--- src/rtl/ui888_565_dither.sv ---
// RGB888 to RGB565 converter with truncate, round or 4x4 ordered-dither reduction.
// Two-stage pipeline sharing one advance enable; output registers hold while stalled.
module ui888_565_dither #(
    parameter int DITHER_MODE = 2,
    parameter int H_ACTIVE    = 1024
) (
    input  logic        clk,
    input  logic        rst_n,
    input  logic        s_valid,
    output logic        s_ready,
    input  logic [23:0] s_data,
    input  logic        s_sof,
    input  logic        s_eol,
    output logic        m_valid,
    input  logic        m_ready,
    output logic [15:0] m_data,
    output logic        m_sof,
    output logic        m_eol
);

    localparam int              XW     = (H_ACTIVE > 1) ? $clog2(H_ACTIVE) : 1;
    localparam logic [1:0]      MODE   = 2'(DITHER_MODE);
    localparam logic [XW-1:0]   X_LAST = XW'(H_ACTIVE - 1);

    function automatic logic [3:0] bayer(input logic [1:0] row, input logic [1:0] col);
        logic [3:0] m;
        case ({row, col})
            4'd0:    m = 4'd0;
            4'd1:    m = 4'd8;
            4'd2:    m = 4'd2;
            4'd3:    m = 4'd10;
            4'd4:    m = 4'd12;
            4'd5:    m = 4'd4;
            4'd6:    m = 4'd14;
            4'd7:    m = 4'd6;
            4'd8:    m = 4'd3;
            4'd9:    m = 4'd11;
            4'd10:   m = 4'd1;
            4'd11:   m = 4'd9;
            4'd12:   m = 4'd15;
            4'd13:   m = 4'd7;
            4'd14:   m = 4'd13;
            4'd15:   m = 4'd5;
            default: m = 4'd0;
        endcase
        return m;
    endfunction

    // The carry into bit 8 means the channel overflowed and clips to full scale.
    function automatic logic [7:0] sat_add(input logic [7:0] a, input logic [2:0] off);
        logic [8:0] sum;
        sum = {1'b0, a} + {6'b000000, off};
        return sum[8] ? 8'hFF : sum[7:0];
    endfunction

    logic          en_s;
    logic          take_s;
    logic [XW-1:0] x_r;
    logic [1:0]    y_r;
    logic [XW-1:0] pos_x_s;
    logic [1:0]    pos_y_s;
    logic [XW-1:0] next_x_s;
    logic [1:0]    next_y_s;
    logic [3:0]    bayer_s;
    logic [2:0]    off_rb_s;
    logic [1:0]    off_g_s;

    logic          s1_valid_r;
    logic [23:0]   s1_data_r;
    logic          s1_sof_r;
    logic          s1_eol_r;
    logic [2:0]    s1_off_rb_r;
    logic [1:0]    s1_off_g_r;

    logic [7:0]    r_sat_s;
    logic [7:0]    g_sat_s;
    logic [7:0]    b_sat_s;
    logic [15:0]   pix565_s;

    assign en_s    = !m_valid || m_ready;
    assign s_ready = en_s;
    assign take_s  = s_valid && en_s;

    // Pixel position for the incoming pixel and the position that follows it.
    always_comb begin
        pos_x_s  = s_sof ? {XW{1'b0}} : x_r;
        pos_y_s  = s_sof ? 2'd0 : y_r;
        next_x_s = {XW{1'b0}};
        next_y_s = 2'd0;
        if (s_eol || (pos_x_s == X_LAST)) begin
            next_x_s = {XW{1'b0}};
            next_y_s = pos_y_s + 2'd1;
        end else begin
            next_x_s = pos_x_s + {{(XW-1){1'b0}}, 1'b1};
            next_y_s = pos_y_s;
        end
    end

    // Per-channel offsets selected by the reduction mode.
    always_comb begin
        bayer_s  = bayer(pos_y_s, pos_x_s[1:0]);
        off_rb_s = 3'd0;
        off_g_s  = 2'd0;
        case (MODE)
            2'd0: begin
                off_rb_s = 3'd0;
                off_g_s  = 2'd0;
            end
            2'd1: begin
                off_rb_s = 3'd4;
                off_g_s  = 2'd2;
            end
            default: begin
                off_rb_s = bayer_s[3:1];
                off_g_s  = bayer_s[3:2];
            end
        endcase
    end

    // Column and row-phase counters advance on accepted input pixels only.
    always_ff @(posedge clk or negedge rst_n) begin
        if (!rst_n) begin
            x_r <= {XW{1'b0}};
            y_r <= 2'd0;
        end else if (take_s) begin
            x_r <= next_x_s;
            y_r <= next_y_s;
        end
    end

    // Stage 1: capture pixel, flags and its offsets.
    always_ff @(posedge clk or negedge rst_n) begin
        if (!rst_n) begin
            s1_valid_r  <= 1'b0;
            s1_data_r   <= 24'h000000;
            s1_sof_r    <= 1'b0;
            s1_eol_r    <= 1'b0;
            s1_off_rb_r <= 3'd0;
            s1_off_g_r  <= 2'd0;
        end else if (en_s) begin
            s1_valid_r <= s_valid;
            if (s_valid) begin
                s1_data_r   <= s_data;
                s1_sof_r    <= s_sof;
                s1_eol_r    <= s_eol;
                s1_off_rb_r <= off_rb_s;
                s1_off_g_r  <= off_g_s;
            end
        end
    end

    assign r_sat_s  = sat_add(s1_data_r[23:16], s1_off_rb_r);
    assign g_sat_s  = sat_add(s1_data_r[15:8], {1'b0, s1_off_g_r});
    assign b_sat_s  = sat_add(s1_data_r[7:0], s1_off_rb_r);
    assign pix565_s = {r_sat_s[7:3], g_sat_s[7:2], b_sat_s[7:3]};

    // Stage 2: registered output pixel and sideband flags.
    always_ff @(posedge clk or negedge rst_n) begin
        if (!rst_n) begin
            m_valid <= 1'b0;
            m_data  <= 16'h0000;
            m_sof   <= 1'b0;
            m_eol   <= 1'b0;
        end else if (en_s) begin
            m_valid <= s1_valid_r;
            if (s1_valid_r) begin
                m_data <= pix565_s;
                m_sof  <= s1_sof_r;
                m_eol  <= s1_eol_r;
            end
        end
    end

endmodule

--- config.mk ---
export PLATFORM = sky130hd
export DESIGN_NAME = ui888_565_dither
export DESIGN_NICKNAME = d
export VERILOG_FILES = /design/src/rtl/ui888_565_dither.sv
export SDC_FILE = /design/constraint.sdc
export NUM_CORES = 1
export LEC_CHECK = 0
export ABC_CLOCK_PERIOD_IN_PS = 1900
export BUFFER_PORTS_ARGS = -buffer_cell sky130_fd_sc_hd__buf_4
export CORE_UTILIZATION = 50
export DETAILED_ROUTE_END_ITERATION = 10
export PLACE_DENSITY = 0.72
export SETUP_SLACK_MARGIN = 0.02
export SLEW_MARGIN = 20
export SYNTH_ARGS = -nofsm -noshare
export SYNTH_HDL_FRONTEND = slang
export SYNTH_SLANG_ARGS = --single-unit
export TNS_END_PERCENT = 1
--- constraint.sdc ---
create_clock -name clk -period 1.9 [get_ports clk]
set_input_delay 0.095 -clock clk [delete_from_list [all_inputs] [get_ports clk]]
set_output_delay 0.095 -clock clk [all_outputs]
set_load 0.02 [all_outputs]
# Word-level counts from Yosys, hierarchy flattened
# Memories as Yosys holds them, arrays and structs flattened.
# Cells that the tools add are included.
totals:
  regBits: 63
  mem_bits_ro: 64
  inputBits: 30
  output_inout_bits: 20
  elab_cells: 32
  memories: 1
classes:
  n_addsub: 5
  eq_ne: 1
  mux: 7
  n_reduce_logical: 6
mem_list:
  columns: ["memory", "depth", "width", "rd", "rd_clocked_by_memory_dff", "wr", "line_no", "rtl"]
  rows:
  - ["(no name shown)", 16, 4, 1, 0, 0, "27", "case ({row, col})"]
ops:
  columns: ["op", "n"]
  rows:
  - ["$mux W8", 3]
  - ["$mux W10", 2]
  - ["$add A8 B3 Y9", 2]
  - ["$add A10 B1 Y10 const B", 1]
  - ["$eq A10 B10 Y1 const B", 1]
  - ["$add A8 B2 Y9", 1]
  - ["$mux W2", 2]
  - ["$reduce_and A2 Y1", 2]
  - ["$add A2 B1 Y2 const B", 1]
  - ["$logic_or A1 B1 Y1", 2]
  - ["$logic_and A1 B1 Y1", 1]
  - ["$logic_not A1 Y1", 1]

# Logic depth before layout (Yosys ltp)
# Gate-level depths: netlist of run 1.
logic_depth:
  depth_word: 4
  ltp_mapped: 8
  ltp_nobuf: 6

# Least setup slack after synthesis of run 1
# No wires, ideal clock.
synth_path:
  path_type: "register -> register"
  startpoint: "register x_r[0]"
  endpoint: "register y_r[1]"
  t_arrival_ns: 1.716
  path_slack_ns: 0.093
  path_stages_with_launch: 8
  path_buffers: 1
  synth_period_minus_slack_ns: 1.807
  path_cell_list: "dfrtp_1 nor2b_1 ha_1 and4b_1 buf_6 a41o_1 a211o_1 o221ai_1"
synth_via:
  elab_chain_len: 4
synth_rtl:
  columns: ["item", "line_no", "rtl"]
  rows:
  - ["from (decl)", "58", "logic [XW-1:0] x_r;"]
  - ["from (signal assigned)", "123", "x_r <= {XW{1'b0}};"]
  - ["from (signal assigned)", "126", "x_r <= next_x_s;"]
  - ["$mux W10", "86", "pos_x_s = s_sof ? {XW{1'b0}} : x_r;"]
  - ["$eq A10 B10 Y1", "90", "if (s_eol || (pos_x_s == X_LAST)) begin"]
  - ["$logic_or A1 B1 Y1", "90", null]
  - ["$mux W2", "90", null]
  - ["to (signal assigned)", "127", "y_r <= next_y_s;"]
  - ["to (decl)", "59", "logic [1:0] y_r;"]
# No other way between the ends.
# A chain may end at the register's enable or synchronous reset.

# Final worst setup path of run 1
layout_path:
  startpoint: "register x_r[1]"
  endpoint: "register x_r[7]"
layout_via:
  elab_chain_len: 4
layout_rtl:
  columns: ["item", "line_no"]
  rows:
  - ["$mux W10 *", "86"]
  - ["parallel branches: the longest is 2 deep, another holds $add A10 B1 Y10", null]
  - ["$mux W10 *", "90"]
# Mark *: on every way between the ends.

==> summary.md, run 1 <==
| Metric | Value |
|---|---|
| Outcome | complete, no violations |
| Worst skew pair latency | 0.33 ns |
| Vias in the first global route | 2,344 |
| Syn Area/Cell | 9.24 µm² |
| DR DRC count | 0 |
| Worst setup path startpoint | x_r[1]$_DFFE_PN0P_ |
| Drt initial violations | 75 |
| Worst-margin pin slew | 0.770 ns |
| Router iterations before antenna repair | 4 |
| Vias | 2,497 |
| Die area | 0.00619 mm² |
| Crit. End Element | register |
| Vias/cell | 5.28 |
| Fraction of layout cells with a size suffix above 1 | 20.4% |
| Starting density of the core | 52.7% |
| FP Rows | 27 |
| Largest net degree at the start of global routing | 62 |
| Clock Sinks | 61 |
| Crit path kind | reg2reg |
| Skew final | 0.00897 ns |
| Max Cap Viol | 0 |
| Initial antenna violation count | 0 |
| Most common cell after layout, fill and taps aside | nand2_1 |
| Htree depth | 3 |
| Final WL | 6300 µm |
| Peak supply drop | 799 µV |
| Ys async rst share | 100% |
| CTS clk-pin slew, worst paths | 0.07 ns |
| Worst R2R Start | x_r[1]$_DFFE_PN0P_ |
| Critical path's top delay family | compound AO/OA/AOI/OAI gates |
| Post-synthesis sequential area ratio | 51.9% |
| Final Critical Period | 1.81 ns |
| Distinct cells, synth | 50 |
| Yosys top cell by area | dfrtp_1 |
| Remaining antenna violation count | 0 |
| CTS max path bufs | 2 |
| Max incr delay on CP | 0.42 ns |
| Top cell type's share of synthesized area | 51.9% |
| Most frequent cells in the layout | nand2_1 (96), dfrtp_1 (61), buf_4 (56), dlygate4sd3_1 (26), a21oi_1 (16) |
| Number of flops mapped to enable cells by yosys | 0 |
| Yosys reg bits | 61 |
| Cts bufs inserted | 9 |
| Worst hold slack | 0.0511 ns |
| Hold Vio Cnt, Final | 0 |
| Fin nets | 432 |
| Synth Cell Area | 0.00294 mm² |
| Fmax | 553 MHz |
| Setup violations, final | 0 |
| Crit Path Max Fanout | 5 |
| Antenna cells | 0 |
| Buf+Inv Stages, Crit Path | 0 |
| Final Max Tran Viols | 0 |
| Fin util | 69.5% |
| # IOs | 50 |
| Layout overhead on the synthesized area | 31.9% |
| Crit start category | register |
| Die X | 78.7 µm |
| HP Class | in2reg |
| Largest cells by area after synthesis | dfrtp_1 (52%), nand2_1 (12%), a21oi_1 (2.7%) |
| Die span in y | 78.7 µm |
| Synth Flop Type | dfrtp_1 |
| Final instance area | 0.00388 mm² |
| FF-to-FF setup slack | 0.09 ns |
| Pwr per Cell Area | 1040 mW/mm² |
| Post-synthesis cell count | 318 |
| Core Area | 0.00557 mm² |
| RSZ-0062 raised after global routing | yes |
| First-pass GRT wire length | 10,500 µm |
| Tot GR Track Use | 22.2% |
| Slowest CP cell | dfrtp_1 |
| Worst min-delay path startpoint | s_sof |
| Yosys Warn Count | 0 |
| Placed Area | 0.00339 mm² |
| Final GP Congestion | 0.842 |
| CTS root buf | clkbuf_8 |
| Post CTS Setup Buffer Count | 0 |
| Worst rel slew slack | 48.7% |
| Grt ovf | 0 |
| Fin Setup TNS | 0 ns |
| Synthesized Nets | 354 |
| # fillers | 455 |
| WP data required | 2.15 ns |
| Input/output buffers | 49 |
| DR WL/cell | 13.3 µm |
| Period utilization | 95.2% |
| Worst-path cell chain | nor2b_1 -> ha_1 -> and4b_2 -> a41oi_1 -> a21oi_1 -> mux2i_1 |
| Worst EP arrival | 2.06 ns |
| CTS tree | built |
| Detailed Place HPWL | 4210 µm |
| Leakage power | 1.85 nW |
## synth_stat cells, types with 3 or more instances
cell      number
a211oi_1       4
a21oi_1       16
a31oi_1        5
and3_1         3
buf_1          5
buf_2          7
clkbuf_1       3
dfrtp_1       61
ha_1           6
inv_1          8
mux2_1         3
mux2i_1        4
nand2_1       96
nand2b_1       3
nand3_1        7
nand4_1        6
nor2_1        11
nor2b_1        3
o21ai_0        9
o21ai_1       10
o31ai_1        9
xnor2_1        3
## cells by family after synthesis
kind of cell,Yosys count,share of synthesized area [%]
fa+ha+maj,6,2.55
compound gates,68,14.8
mux,9,3.28
buf+inv,24,3.62
xor+xnor,4,1.19
flops,61,51.9
simple gates,146,22.6
## cell type report
type | count | area (µm²) | area share (%)
clock inverter | 5 | 58.8 | 1.52
multi-input combinational | 233 | 1320 | 34.0
inverter | 8 | 30.0 | 0.775
clock buffer | 11 | 151 | 3.91
sequential | 61 | 1530 | 39.4
tap | 72 | 90.1 | 2.32
timing repair buffer | 83 | 701 | 18.1
## worst paths after layout
path | endpoint | depth (start not counted)
worst max register to register | x_r[7]$_DFFE_PN0P_ | 6
worst min register to register | x_r[7]$_DFFE_PN0P_ | 1
worst max-delay path | x_r[7]$_DFFE_PN0P_ | 6
worst min-delay path | s1_off_rb_r[0]$_DFFE_PN0P_ | 2
max in group asynchronous | s1_data_r[22]$_DFFE_PN0P_ | 2
min in group asynchronous | s1_data_r[13]$_DFFE_PN0P_ | 2
## metrics by stage
stage	cells	worst slack [ns]	total power [W]
6_report	473	0.0921	0.00403
3_5_place_dp	431	0.0617	0.00283
5_1_grt	473	0.0163	0.00427
3_3_place_gp	431	0.133	0.00279
2_1_floorplan	318	0.0934	0.00237
4_1_cts	473	0.0440	0.00407
## registers in the layout, summed over array words and instances, names as in the netlist
signal / flops
s1_off_rb_r: 3
m_valid: 1
m_data: 16
s1_valid_r: 1
s1_eol_r: 1
s1_data_r: 24
y_r: 2
m_sof: 1
m_eol: 1
x_r: 10
s1_sof_r: 1
## report_power, final
group | leakage [nW] | total (W) | switching (W) | internal (W)
Combinational | 0.987 | 0.00107 | 0.000575 | 0.000490
Clock | 0.102 | 0.00119 | 0.000516 | 0.000677
Sequential | 0.764 | 0.00177 | 0.000214 | 0.00156
Total | 1.85 | 0.00403 | 0.00131 | 0.00273
## routing by layer
| layer | GRT usage [%] | up-vias | part of all wire [%] |
|---|---|---|---|
| met5 | 0 | - | 0 |
| met4 | 9.63 | 0 | 1.2 |
| met3 | 3.95 | 7 | 3.9 |
| met2 | 35.2 | 53 | 47 |
| met1 | 29.7 | 1175 | 48 |
| li1 | - | 1262 | - |
## repair_timing
action                                 CTS  global route
gates resized for setup                  0             3
setup endpoints to repair                0             5
hold buffers                            26             0
endpoints found under the hold margin   86             0
Note: power is estimated with default switching activity, not from simulation.
==> run 2, diff against run 1 <==
Settings changed: ABC_CLOCK_PERIOD_IN_PS 1900 to 1700, CTS_CLUSTER_DIAMETER set to 150, PLACE_DENSITY 0.72 to 0.69.
Clock period 1.9 ns to 1.7 ns, I/O delays scaled along.
==> summary.md, run 2 (synthesis results as in run 1) <==
| Metric | Value |
|---|---|
| CTS clk-pin slew, worst paths | 0.07 ns (about the same) |
| Buf+Inv Stages, Crit Path | 0 (unchanged) |
| Layout overhead on the synthesized area | 36.6% |
| Htree depth | 3 (unchanged) |
| Crit. End Element | register |
| Final Critical Period | 1.70 ns (-0.108 ns) |
| Die area | 0.00619 mm² (unchanged) |
| Clock Sinks | 61 (unchanged) |
| Fmax | 588 MHz (+6.3%) |
| Worst-path cell chain | nor2b_4 -> ha_4 -> and4b_2 -> nand4_4 -> or4b_4 -> mux2i_1 |
| Leakage power | 1.92 nW (+3.8%) |
| Tot GR Track Use | 23.5% (+1.4 points) |
| Fin nets | 443 (+2.5%) |
| Die span in y | 78.7 µm (unchanged) |
| Fraction of layout cells with a size suffix above 1 | 24.6% (+4.1 points) |
| Slowest CP cell | or4b_4 |
| FP Rows | 27 (unchanged) |
| Outcome | finished, violations left |
| Input/output buffers | 49 (unchanged) |
| CTS root buf | clkbuf_8 |
| Final instance area | 0.00401 mm² (+3.6%) |
| Multi-input gate area | 0.00140 mm² (+6.4%) |
| CTS tree | built |
| Placed Area | 0.00346 mm² (+2.1%) |
| Sequential cell area | 0.00153 mm² (unchanged) |
| Crit path kind | reg2reg |
| Crit start category | register |
| CTS max path bufs | 2 (unchanged) |
| Setup violations, final | 1 (+1) |
| Peak supply drop | 754 µV (-5.7%) |
| Drt initial violations | 111 (+48%) |
| Initial antenna violation count | 0 (unchanged) |
| RSZ-0062 raised after global routing | yes |
| Final GP Congestion | 0.801 (-4.8%) |
| Core Area | 0.00557 mm² (unchanged) |
| Die X | 78.7 µm (unchanged) |
| WP data required | 1.96 ns (-0.19 ns) |
| Worst skew pair latency | 0.34 ns (about the same) |
| HP Class | in2reg |
| Failing checks | negative setup slack |
| Top reg by flops | s1_data_r |
| Router iterations before antenna repair | 4 (unchanged) |
| Cts bufs inserted | 9 (unchanged) |
| DR DRC count | 0 (unchanged) |
| Final WL | 6650 µm (+5.7%) |
| Critical path's top delay family | simple AND/OR/NAND/NOR gates |
| Vias in the first global route | 2,412 (+2.9%) |
| DR WL/cell | 13.8 µm (+3.5%) |
| Design Power | 0.00439 W (+8.9%) |
| Crit Path Max Fanout | 5 (unchanged) |
| Grt ovf | 0 (unchanged) |
| Most common cell after layout, fill and taps aside | nand2_1 |
| Final Max Tran Viols | 0 (unchanged) |
| Setup ws final | -0.000113 ns (-0.0922 ns) |
| Vias/cell | 5.39 (+2.1%) |
| Antenna cells | 0 (unchanged) |
| Max incr delay on CP | 0.46 ns (+0.04 ns) |
| Vias | 2,604 (+4.3%) |
| Hold Vio Cnt, Final | 0 (unchanged) |
| Pwr per Cell Area | 1090 mW/mm² (+5.2%) |
| Skew final | 0.00626 ns (-0.00270 ns) |
| Number of flip-flops in the largest register | 24 (unchanged) |
| Largest net degree at the start of global routing | 62 (unchanged) |
| # fillers | 430 (-5.5%) |
| Most frequent cells in the layout | nand2_1 (95), buf_4 (66), dfrtp_1 (61), dlygate4sd3_1 (26), a21oi_1 (15) |
| Worst-margin pin slew | 0.753 ns (-0.0174 ns) |
| # IOs | 50 (unchanged) |
| Worst rel slew slack | 49.8% (+1.2 points) |
| Period utilization | 100% (+4.9 points) |
| Worst EP arrival | 1.96 ns (-0.10 ns) |
| Max Cap Viol | 0 (unchanged) |
| Detailed Place HPWL | 4350 µm (+3.3%) |
| Starting density of the core | 52.7% (unchanged) |
| Top flop regs | s1_data_r x24, m_data x16, x_r x10 |
| Remaining antenna violation count | 0 (unchanged) |
| First-pass GRT wire length | 11,200 µm (+6.7%) |
run 2: changes by cell type in the layout (fill, tap and decap cells not counted), moves of 2 or more:
cell,change
buf_4,+10
clkinvlp_4,-2
clkbuf_1,+2
nor2b_4,+2
nor2b_1,-2
run 2: layout make-up:
cell class | count | share of cell area (%)
Sequential cell | 61 | 38.0
Clock inverter | 1 | 0.125
Multi-Input combinational cell | 233 | 34.9
Timing Repair Buffer | 94 | 19.6
Inverter | 8 | 0.748
Tap cell | 72 | 2.24
Clock buffer | 14 | 4.30
run 2: metal layers:
layer  part of all wire (%)  up-vias  global-route usage (%)  wire length (µm)
met5                      0        -                       0                 0
met4                   0.84        0                    5.56                56
met3                    3.8       10                    8.02               256
met2                     48       55                    37.9              3220
met1                     47     1248                    30.4              3120
li1                       -     1291                       -                 -
run 2: where the power goes:
part           switching (W)  internal (W)
clock               0.000524      0.000639
combinational       0.000663      0.000578
sequential          0.000244       0.00174
run 2: stage by stage:
step	hold slack (ns)	std cells	setup WS (ns)	utilization, %	setup TNS [ns]
after floorplan	-0.211	318	-0.0129	-	-0.0257
after global placement	0.213	438	0.0390	62.2	0
after detailed placement	0.211	438	-0.0312	62.2	-0.0569
after CTS	0.0531	481	0.0169	70.5	0
after global routing	0.0823	483	-0.0505	72.0	-0.160
final	0.0893	483	-0.000113	72.0	-0.000113
run 2: timing repair:
action / 4_1_cts / 5_1_grt
setup buffers: 2 / 2
resized for setup: 2 / 15
pin swaps: 1 / 2
hold buffers: 26 / 0
endpoints found under the hold margin: 87 / 0
endpoints found under the setup margin: 6 / 16
cloned: 0 / 0
run 2: worst paths after layout:
path,from,endpoint,slack [ns],depth (start not counted)
hold reg to reg,s1_data_r[17]$_DFFE_PN0P_,s1_data_r[17]$_DFFE_PN0P_,0.48,2
setup / recovery,x_r[1]$_DFFE_PN0P_,x_r[7]$_DFFE_PN0P_,-0.0001,6
setup reg to reg,x_r[1]$_DFFE_PN0P_,x_r[7]$_DFFE_PN0P_,-0.0001,6
hold / removal,s_sof,s1_off_rb_r[2]$_DFFE_PN0P_,0.09,2
max in group asynchronous,rst_n,s1_data_r[16]$_DFFE_PN0P_,0.84,2
min in group asynchronous,rst_n,m_data[9]$_DFFE_PN0P_,0.36,2
==> run 3, diff against run 2 <==
Settings changed: SETUP_SLACK_MARGIN 0.02 to not set.
==> summary.md, run 3 (synthesis results as in run 1) <==
| Metric | Value |
|---|---|
| Sw Ratio | 32.5% (-0.097 points) |
| Setup violations, final | 1 (unchanged) |
| Die X | 78.7 µm (unchanged) |
| Setup ws final | -0.00868 ns (-0.00856 ns) |
| Placed Area | 0.00346 mm² (unchanged) |
| Die area | 0.00619 mm² (unchanged) |
| DR DRC count | 0 (unchanged) |
| First-pass GRT wire length | 11,200 µm (unchanged) |
| Outcome | finished, violations left |
| Worst-margin pin slew | 0.762 ns (+0.00989 ns) |
| Htree depth | 3 (unchanged) |
| Clock Sinks | 61 (unchanged) |
| Fin util | 71.8% (-0.18 points) |
| Die span in y | 78.7 µm (unchanged) |
| Layout overhead on the synthesized area | 36.2% |
| Crit start category | register |
| RSZ-0062 raised after global routing | yes |
| Top flop regs | s1_data_r x24, m_data x16, x_r x10 |
| Pwr per Cell Area | 1100 mW/mm² (about the same) |
| Final GP Congestion | 0.801 (unchanged) |
| CTS tree | built |
| Leakage power | 1.92 nW (about the same) |
| Crit path kind | reg2reg |
| Max Cap Viol | 0 (unchanged) |
| Worst EP arrival | 1.97 ns (about the same) |
| Design Power | 0.00438 W (-0.15%) |
| Crit Path Max Fanout | 5 (unchanged) |
| Fraction of layout cells with a size suffix above 1 | 24.1% (-0.49 points) |
| Final instance area | 0.00400 mm² (-0.25%) |
| Vias | 2,603 (-0.038%) |
| Initial antenna violation count | 0 (unchanged) |
| Remaining antenna violation count | 0 (unchanged) |
| Final Critical Period | 1.71 ns (+0.00856 ns) |
| Drt initial violations | 104 (-6.3%) |
| Top reg by flops | s1_data_r |
| Grt ovf | 0 (unchanged) |
| Crit. End Element | register |
| Sequential power share | 45.4% (about the same) |
| Input/output buffers | 49 (unchanged) |
| CTS root buf | clkbuf_8 |
| Worst skew pair latency | 0.34 ns (about the same) |
| Final WL | 6690 µm (+0.50%) |
| FP Rows | 27 (unchanged) |
| Internal power | 0.00296 W (about the same) |
| Most common cell after layout, fill and taps aside | nand2_1 |
| Core Area | 0.00557 mm² (unchanged) |
| Detailed Place HPWL | 4350 µm (unchanged) |
| WP data required | 1.96 ns (about the same) |
| # IOs | 50 (unchanged) |
| CTS clk-pin slew, worst paths | 0.07 ns (about the same) |
| Cts bufs inserted | 9 (unchanged) |
| Largest net degree at the start of global routing | 62 (unchanged) |
| Vias in the first global route | 2,412 (unchanged) |
| Clock Power Share | 26.4% (about the same) |
| Fin Setup TNS | -0.00868 ns (-0.00856 ns) |
| Tot GR Track Use | 23.5% (unchanged) |
| CTS max path bufs | 2 (unchanged) |
| Worst rel slew slack | 49.2% (-0.66 points) |
| Fin nets | 443 (unchanged) |
| Most frequent cells in the layout | nand2_1 (95), buf_4 (66), dfrtp_1 (61), dlygate4sd3_1 (26), a21oi_1 (15) |
| Vias/cell | 5.39 (about the same) |
| HP Class | in2reg |
| Router iterations before antenna repair | 4 (unchanged) |
| DR WL/cell | 13.8 µm (+0.50%) |
| Failing checks | negative setup slack |
| Antenna cells | 0 (unchanged) |
| Fmax | 585 MHz (-0.50%) |
| Peak supply drop | 756 µV (+0.23%) |
| Number of flip-flops in the largest register | 24 (unchanged) |
| Period utilization | 101% (+0.50 points) |
| Hold Vio Cnt, Final | 0 (unchanged) |
| Combinational share of power | 28.2% (about the same) |
| # fillers | 432 (+0.47%) |
| Starting density of the core | 52.7% (unchanged) |
| Skew final | 0.00557 ns (-0.000693 ns) |
| Final Max Tran Viols | 0 (unchanged) |
| Net Switching | 0.00142 W (-0.45%) |
[run 3: power groups by stage]
| stage | sequential, W | clock [W] | combinational [W] |
|---|---|---|---|
| after floorplan | 0.00214 | 0 | 0.000517 |
| after CTS | 0.00199 | 0.00119 | 0.00124 |
| after global routing | 0.00203 | 0.00125 | 0.00137 |
| after global placement | 0.00199 | 0 | 0.00115 |
| after detailed placement | 0.00201 | 0 | 0.00117 |
| final | 0.00199 | 0.00116 | 0.00124 |
[run 3: worst paths after layout]
kind / slack, ns / depth (start not counted) / start / to
max: -0.009 / 6 / x_r[1]$_DFFE_PN0P_ / x_r[7]$_DFFE_PN0P_
max reg2reg: -0.009 / 6 / x_r[1]$_DFFE_PN0P_ / x_r[7]$_DFFE_PN0P_
max in group asynchronous: 0.83 / 2 / rst_n / s1_valid_r$_DFFE_PN0N_
min in group asynchronous: 0.37 / 2 / rst_n / m_data[9]$_DFFE_PN0P_
min: 0.09 / 2 / s_sof / s1_off_rb_r[2]$_DFFE_PN0P_
min reg2reg: 0.48 / 2 / m_data[2]$_DFFE_PN0P_ / m_data[2]$_DFFE_PN0P_
[run 3: timing repair]
action | CTS | global route
hold buffers | 26 | 0
hold endpoints to repair | 87 | 0
setup buffers | 2 | 2
pin swaps | 1 | 2
setup endpoints to repair | 5 | 13
resized for setup | 2 | 13
[run 3: worst max-delay path: stages, from the launching register on]
cell     delay (ns)
dfrtp_1        0.38
nor2b_4        0.14
ha_4           0.16
and4b_2        0.27
nand4_4        0.09
or4b_4         0.46
mux2i_1        0.14
[run 3: final cells by class]
cell class	instances	area, µm²	area share [%]
clock buffers	14	173	4.31
multi-input cells	233	1390	34.8
repair buffers	94	787	19.7
well taps	72	90.1	2.25
inverters	8	30.0	0.750
clock inverters	1	5.00	0.125
flip-flops and latches	61	1530	38.1
[run 3: per-layer routing]
| layer | vias to the layer above | GRT usage, % | share of wire (%) |
|---|---|---|---|
| met5 | - | 0 | 0 |
| met3 | 8 | 8.02 | 3.9 |
| met1 | 1251 | 30.4 | 47 |
| met4 | 0 | 5.56 | 0.69 |
| met2 | 57 | 37.9 | 49 |
| li1 | 1287 | - | - |
[run 3: through the flow]
stage / hold slack [ns] / cells / setup slack [ns]
6_report: 0.0935 / 483 / -0.00868
5_1_grt: 0.0823 / 483 / -0.0510
4_1_cts: 0.0531 / 481 / 0.0169
3_5_place_dp: 0.211 / 438 / -0.0312
3_3_place_gp: 0.213 / 438 / 0.0390
2_1_floorplan: -0.211 / 318 / -0.0129
